## src/rtl/lane_hit_pkg.sv

```systemverilog
// Purpose : shared types, constants and saturating helper for the lane hit scorer.
// Latency : n/a (package only).
// Backpressure: n/a; contents are lane_state_t, KEY_NONE, CLEAR_KEY_DEFAULT, sat_add().
package lane_hit_pkg;

  typedef enum logic [1:0] {IDLE, HELD, LOCK} lane_state_t;

  localparam logic [7:0] KEY_NONE          = 8'h00;
  localparam logic [7:0] CLEAR_KEY_DEFAULT = 8'h2c;

  // min(a + b, max); the 33-bit sum keeps the comparison free of wrap-around.
  function automatic logic [31:0] sat_add(input logic [31:0] a,
                                          input logic [31:0] b,
                                          input logic [31:0] max);
    logic [32:0] s;
    s = {1'b0, a} + {1'b0, b};
    if (s > {1'b0, max}) sat_add = max;
    else                 sat_add = s[31:0];
  endfunction

endpackage

```

## src/rtl/lane_judge.sv

```systemverilog
// Purpose : one lane's hit/miss judge (IDLE/HELD/LOCK FSM plus registered in-window flag).
// Latency : hit_o/miss_o are combinational events of the current cycle; the state updates next edge.
// Backpressure: none; ports clk_i, rst_ni (sync, active-low), keycode_i, key_i, y_i -> hit_o, miss_o.
module lane_judge
  import lane_hit_pkg::*;
#(
  parameter int Y_W    = 10,
  parameter int WIN_LO = 370,
  parameter int WIN_HI = 399
) (
  input  logic           clk_i,
  input  logic           rst_ni,
  input  logic [7:0]     keycode_i,
  input  logic [7:0]     key_i,
  input  logic [Y_W-1:0] y_i,
  output logic           hit_o,
  output logic           miss_o
);

  localparam logic [Y_W-1:0] LO = Y_W'(WIN_LO);
  localparam logic [Y_W-1:0] HI = Y_W'(WIN_HI);

  lane_state_t state_q, state_d;
  logic        in_win_q;
  logic        in_win;
  logic        pressed;

  assign in_win  = (y_i >= LO) && (y_i <= HI);
  assign pressed = (keycode_i == key_i);

  always_comb begin
    state_d = state_q;
    hit_o   = 1'b0;
    miss_o  = 1'b0;
    unique case (state_q)
      IDLE: begin
        if (pressed && in_win) begin
          state_d = HELD;
        end else if (in_win_q && !in_win) begin
          // Tile just left the window without ever being pressed.
          miss_o = 1'b1;
        end
      end
      HELD: begin
        // Release scores even if the tile has already left the window.
        if (!pressed) begin
          state_d = LOCK;
          hit_o   = 1'b1;
        end
      end
      LOCK: begin
        // Stay locked for the rest of this window visit so re-presses never rescore.
        if (!in_win) state_d = IDLE;
      end
      default: state_d = IDLE;
    endcase
  end

  always_ff @(posedge clk_i) begin
    if (!rst_ni) begin
      state_q  <= IDLE;
      in_win_q <= 1'b0;
    end else begin
      state_q  <= state_d;
      in_win_q <= in_win;
    end
  end

endmodule

```

## src/rtl/lane_hit_scorer.sv

```systemverilog
// Purpose : per-lane hit judging plus score/combo/miss accumulators; macro LANE_HIT_SCORER_COMBO_MULT_EN scales hits by combo tier.
// Latency : score, combo, miss_count, kill and miss all update one cycle after the sampled inputs.
// Backpressure: none; ports Clk, Reset_n, keycode, lane_key, lane_y, speed -> score, combo, miss_count, kill, miss.
module lane_hit_scorer
  import lane_hit_pkg::*;
#(
  parameter int             NLANES    = 4,
  parameter int             Y_W       = 10,
  parameter int             WIN_LO    = 370,
  parameter int             WIN_HI    = 399,
  parameter int             SCORE_W   = 8,
  parameter int             COMBO_W   = 6,
  parameter logic [7:0]     CLEAR_KEY = CLEAR_KEY_DEFAULT
) (
  input  logic                    Clk,
  input  logic                    Reset_n,
  input  logic [7:0]              keycode,
  input  logic [NLANES*8-1:0]     lane_key,
  input  logic [NLANES*Y_W-1:0]   lane_y,
  input  logic [3:0]              speed,
  output logic [SCORE_W-1:0]      score,
  output logic [COMBO_W-1:0]      combo,
  output logic [7:0]              miss_count,
  output logic [NLANES-1:0]       kill,
  output logic [NLANES-1:0]       miss
);

  localparam int          IW        = SCORE_W + 4;
  localparam int          CNT_W     = 4;
  localparam logic [31:0] SCORE_MAX = 32'((64'd1 << SCORE_W) - 64'd1);
  localparam logic [31:0] COMBO_MAX = 32'((64'd1 << COMBO_W) - 64'd1);

  logic [NLANES-1:0]  hit_ev, miss_ev;
  logic [CNT_W-1:0]   n_hit, n_miss;
  logic [IW-1:0]      per_hit, inc;

  logic [SCORE_W-1:0] score_q, score_d;
  logic [COMBO_W-1:0] combo_q, combo_d;
  logic [7:0]         mc_q, mc_d;
  logic [NLANES-1:0]  kill_q, miss_q;

  for (genvar g = 0; g < NLANES; g++) begin : g_lane
    lane_judge #(
      .Y_W    (Y_W),
      .WIN_LO (WIN_LO),
      .WIN_HI (WIN_HI)
    ) u_judge (
      .clk_i     (Clk),
      .rst_ni    (Reset_n),
      .keycode_i (keycode),
      .key_i     (lane_key[8*g +: 8]),
      .y_i       (lane_y[Y_W*g +: Y_W]),
      .hit_o     (hit_ev[g]),
      .miss_o    (miss_ev[g])
    );
  end

  always_comb begin
    n_hit  = '0;
    n_miss = '0;
    for (int i = 0; i < NLANES; i++) begin
      n_hit  = n_hit  + CNT_W'(hit_ev[i]);
      n_miss = n_miss + CNT_W'(miss_ev[i]);
    end
  end

`ifdef LANE_HIT_SCORER_COMBO_MULT_EN
  // Tier comes from the combo held before this cycle's update.
  logic [1:0] tier;
  always_comb begin
    if (32'(combo_q) >= 32'd16)     tier = 2'd2;
    else if (32'(combo_q) >= 32'd8) tier = 2'd1;
    else                            tier = 2'd0;
  end
  assign per_hit = IW'(speed >> 1) << tier;
`else
  assign per_hit = IW'(speed >> 1);
`endif

  assign inc = IW'(n_hit) * per_hit;

  always_comb begin
    score_d = SCORE_W'(sat_add(32'(score_q), 32'(inc), SCORE_MAX));
    combo_d = (|miss_ev) ? '0 : COMBO_W'(sat_add(32'(combo_q), 32'(n_hit), COMBO_MAX));
    mc_d    = 8'(sat_add(32'(mc_q), 32'(n_miss), 32'd255));
    // Clear key wipes the accumulators but leaves the lane FSMs and pulses alone.
    if (keycode == CLEAR_KEY) begin
      score_d = '0;
      combo_d = '0;
      mc_d    = '0;
    end
  end

  always_ff @(posedge Clk) begin
    if (!Reset_n) begin
      score_q <= '0;
      combo_q <= '0;
      mc_q    <= '0;
      kill_q  <= '0;
      miss_q  <= '0;
    end else begin
      score_q <= score_d;
      combo_q <= combo_d;
      mc_q    <= mc_d;
      kill_q  <= hit_ev;
      miss_q  <= miss_ev;
    end
  end

  assign score      = score_q;
  assign combo      = combo_q;
  assign miss_count = mc_q;
  assign kill       = kill_q;
  assign miss       = miss_q;

endmodule

```

## config.mk

```make
export PLATFORM = sky130hd
export DESIGN_NAME = lane_hit_scorer
export DESIGN_NICKNAME = d
export VERILOG_FILES = /design/src/rtl/lane_hit_pkg.sv /design/src/rtl/lane_judge.sv /design/src/rtl/lane_hit_scorer.sv
export SDC_FILE = /design/constraint.sdc
export NUM_CORES = 1
export LEC_CHECK = 0
export CORE_MARGIN = 4
export CORE_UTILIZATION = 43
export CTS_BUF_LIST = sky130_fd_sc_hd__clkbuf_8 sky130_fd_sc_hd__clkbuf_16
export CTS_CLUSTER_SIZE = 24
export DETAILED_ROUTE_END_ITERATION = 7
export GPL_TIMING_DRIVEN = 0
export PLACE_DENSITY_LB_ADDON = 0.15
export SYNTH_ARGS = -nofsm -noshare
export SYNTH_HDL_FRONTEND = slang
export SYNTH_SLANG_ARGS = --single-unit
export TNS_END_PERCENT = 10
```

## constraint.sdc

```tcl
create_clock -name Clk -period 6.8 [get_ports Clk]
set_clock_uncertainty 0.1 [all_clocks]
set_input_delay 0.68 -clock Clk [delete_from_list [all_inputs] [get_ports Clk]]
set_output_delay 0.68 -clock Clk [all_outputs]
set_load 0.05 [all_outputs]
```

==> metrics.md <==
| Metric | Value |
|---|---|
| Status | finished clean |
| # IOs | 116 |
| Die Y | 87.1 um |
| Layout cells sized above 1 | slightly above 5% |
| Pwr Density | ~150 nW/um2 |
| Total number of vias | roughly 2500 |
| Period utilisation layout | just over 80% |
| Post-synth cell types | 46 |
| Slew @ Worst Pin | approximately 660 ps |
| Inserted Diodes | 0 |
| Clock buffer depth | 2 |
| Fin. Hold Viols | 0 |
| Setup violators final | 0 |
| Sink Count | 42 |
| Req. time, crit path | 6850 ps |
| Leakage | around 1.6 nW |
| Max Cap Viol | 0 |
| CTS Hold Bufs | 0 |
| Yosys top cell by area | dfxtp_1 |
| Most common cell in the netlist | dfxtp_1 |
| Clk root buf | clkbuf_8 |
| Hold path start | g_lane[2].u_judge.state_q[1]$_SDFFE_PN0P_ |
| Post-synth EDFFs | 0 |
| Kind of critical path | in2reg |
| Top FF cell, synth | dfxtp_1 |
| Setup TNS | 0 ps |
| CTS buffer count | 5 |
| Relative slew margins | between 50% and 60% |
| Top post-synthesis cells by count | dfxtp_1 (42), xnor2_1 (36), inv_1 (29) |
| CTS clock-pin slew for the worst setup and hold paths | roughly 80 ps |
| DP HPWL | between 5000 and 6000 um |
| Worst hold path type | reg2reg |
| Final count of pins violating max slew | 0 |
| Gp weighted congestion | slightly below 0.8 |
| FF-to-FF Start | g_lane[0].u_judge.state_q[0]$_SDFFE_PN0P_ |
| Post-route setup slack | 1270 ps |
| GRT busiest layer | met2 |
| Met2 Track Usage GR | between 30% and 40% |
| GRT met1 Usage | a little over a fifth |
| Number of nets in the layout | 515 |
| Worst-path fanout max | 6 |
| Post-CTS Setup Bufs | 0 |
| Mapped Avg Cell Area | between 9 and 10 um2 |
| Starting Density | 44.9% |
| CP startpoint kind | input port |
| Top cells by area, synth | dfxtp_1 (31%), xnor2_1 (12%), fa_1 (7.4%), ha_1 (7.0%), a21oi_1 (4.7%) |
| Number of remaining DRC errors | 0 |
| Register area share after synthesis | between 30% and 40% |
| Multi-input logic area | 1680 um2 |
| Reg-to-Reg End | score[4]$_SDFF_PP0_ |
| Die X-Extent | 87.1 um |
| PostCTS Resize Cnt | 0 |
| Max Freq | 0.181 GHz |
| Die ar. | 7580 um2 |
| Worst Setup End Kind | flop |
| M3 GR Usage | 4.64% |
| Area growth, synth to finish | 46.8% |
| Drt initial violations | 62 |
| Via/cell ratio | 5.15 |
| Rows | 28 |
| RSZ-0062 raised after global routing | false |
| Async SR Flop Fraction | 0% |
| Placed Instances | 472 |
| Number of cells on the worst hold path | 1 |
| IO buf count | between 100 and 150 |
| Place WS | around 950 ps |
| Fillcell total | 534 |
| Worst R2R Path Depth | 15 |
| Maximum VDD drop | ~0.10 mV |
| CTS H-Tree Depth | 2 |
| Worst path arrival time | between 5000 and 6000 ps |
| Synthesis-stage register bit count | 42 |
| DRT antenna net count | 0 |
| Grt ovf | 0 |
| WL final | between 6000 and 7000 um |
| Yosys warns | 0 |
| CTS tree | done |
| Register area | ~840 um2 |
| Vias in the first global route | approximately 2600 |
| Hold endpoint | kill[2]$_SDFF_PN0_ |
| Initial antenna violation count | 0 |
| Post-synth top area share | roughly 31% |
| Total nets after synthesis | a little over 400 |
| Total GRT Usage | between 10% and 20% |
| Mapped cell area | approximately 2700 um2 |
| CP Launch Point | lane_key[9] |
| First-pass GRT wire length | roughly 11000 um |
| Core ar. | between 5000 and 6000 um2 |
| Non-filler cells, final | 480 |
| Wire per inst | between 10 and 15 um |
| Pin count of the biggest net entering global routing | 14 |
| Cell count after synthesis | just under 300 |
| Reg2reg setup slack | 2000 ps |
| Pre-antenna DRT Iters | 4 |
| Tmin final | 5530 ps |
| Worst skew pair latency | approximately 290 ps |
==> layout make-up <==
cell class / count / share of cell area, %
multi-input cells: 214 / 42.7
repair buffers: 102 / 25.9
flip-flops and latches: 42 / 21.3
inverters: 29 / 2.76
well taps: 75 / 2.38
clock buffers: 6 / 2.09
clock inverters: 2 / 1.52
plain buffers: 10 / 1.36
==> metrics by stage <==
stage | util (%) | instance area (um2) | hold WS [ps] | total power (W)
3_5_place_dp | 63.5 | 3800 | 343 | 0.000343
5_1_grt | 65.9 | 3950 | 393 | 0.000605
6_report | 65.9 | 3950 | 360 | 0.000581
4_1_cts | 65.9 | 3950 | 351 | 0.000589
2_1_floorplan | - | 2690 | 325 | 0.000290
3_3_place_gp | 63.5 | 3800 | 338 | 0.000341
==> critical path: stages <==
cell	delay [ps]
clkdlybuf4s50_1	430
xnor2_1	140
nand4_1	120
nor2_1	80
or3b_2	500
fa_1	560
inv_1	40
ha_1	170
ha_1	370
nand2_1	100
fa_1	480
fa_1	510
inv_1	60
ha_1	300
a211oi_1	220
o21bai_1	100
a21oi_1	290
nand3b_1	300
a21oi_1	120
==> flip-flops by register name, summed over array words and instances (netlist names) <==
register                 flops
kill                         4
combo                        6
score                        8
miss                         4
g_lane.u_judge.state_q       8
miss_count                   8
g_lane.u_judge.in_win_q      4
==> metal layers <==
layer	up-vias	part of all wire, %
met5	-	0
met4	0	1.2
met3	7	7.5
met2	72	49
met1	1151	42
li1	1243	-
==> placed cells by master (no fill, tap or decap), drive strengths merged, types with 2 or more instances in the layout <==
cell	n
a211oi	3
nor4	4
or3	2
nand3b	5
xor2	5
nor4b	7
o21ai	4
nand2	9
nor2	21
o21bai	2
nand4	10
inv	29
o21a	2
and4b	3
nor3	8
nor2b	2
clkdlybuf4s50	102
and3	3
clkbuf	10
and2	8
nand3	3
nand2b	3
a21o	5
bufinv	2
fa	10
a21oi	25
buf	6
xnor2	36
or4b	2
dfxtp	42
ha	15
a31oi	2
o31a	2
or3b	3
==> where the power goes <==
group	switching (W)	total (W)	leakage [nW]	internal (W)
combinational	0.0000326	0.0000901	1.15	0.0000575
clock	0.0000876	0.000244	0.0714	0.000157
sequential	0.000000502	0.000247	0.338	0.000246
total	0.000121	0.000581	1.56	0.000461
==> cells by family after synthesis <==
family                   after synthesis  share of synthesized area [%]
buffers and inverters                 39                           6.05
AO/OA/AOI/OAI                         53                           13.6
XOR/XNOR                              41                           13.4
multiplexers                           1                          0.372
flip-flops                            42                           31.3
adder cells (fa/ha/maj)               25                           14.4
AND/OR/NAND/NOR                       94                           20.9
==> how the worst max path moves through the flow <==
stage,end,slack (ps),cells past startpoint
final,score[4]$_SDFF_PP0_,1270,19
after global routing,score[4]$_SDFF_PP0_,970,19
after global placement,score[4]$_SDFF_PP0_,1010,19
after floorplan,score[0]$_SDFF_PP0_,1630,19
after detailed placement,score[4]$_SDFF_PP0_,950,19
after CTS,score[4]$_SDFF_PP0_,1260,19
No activity file was read; power rests on OpenSTA's default activity.
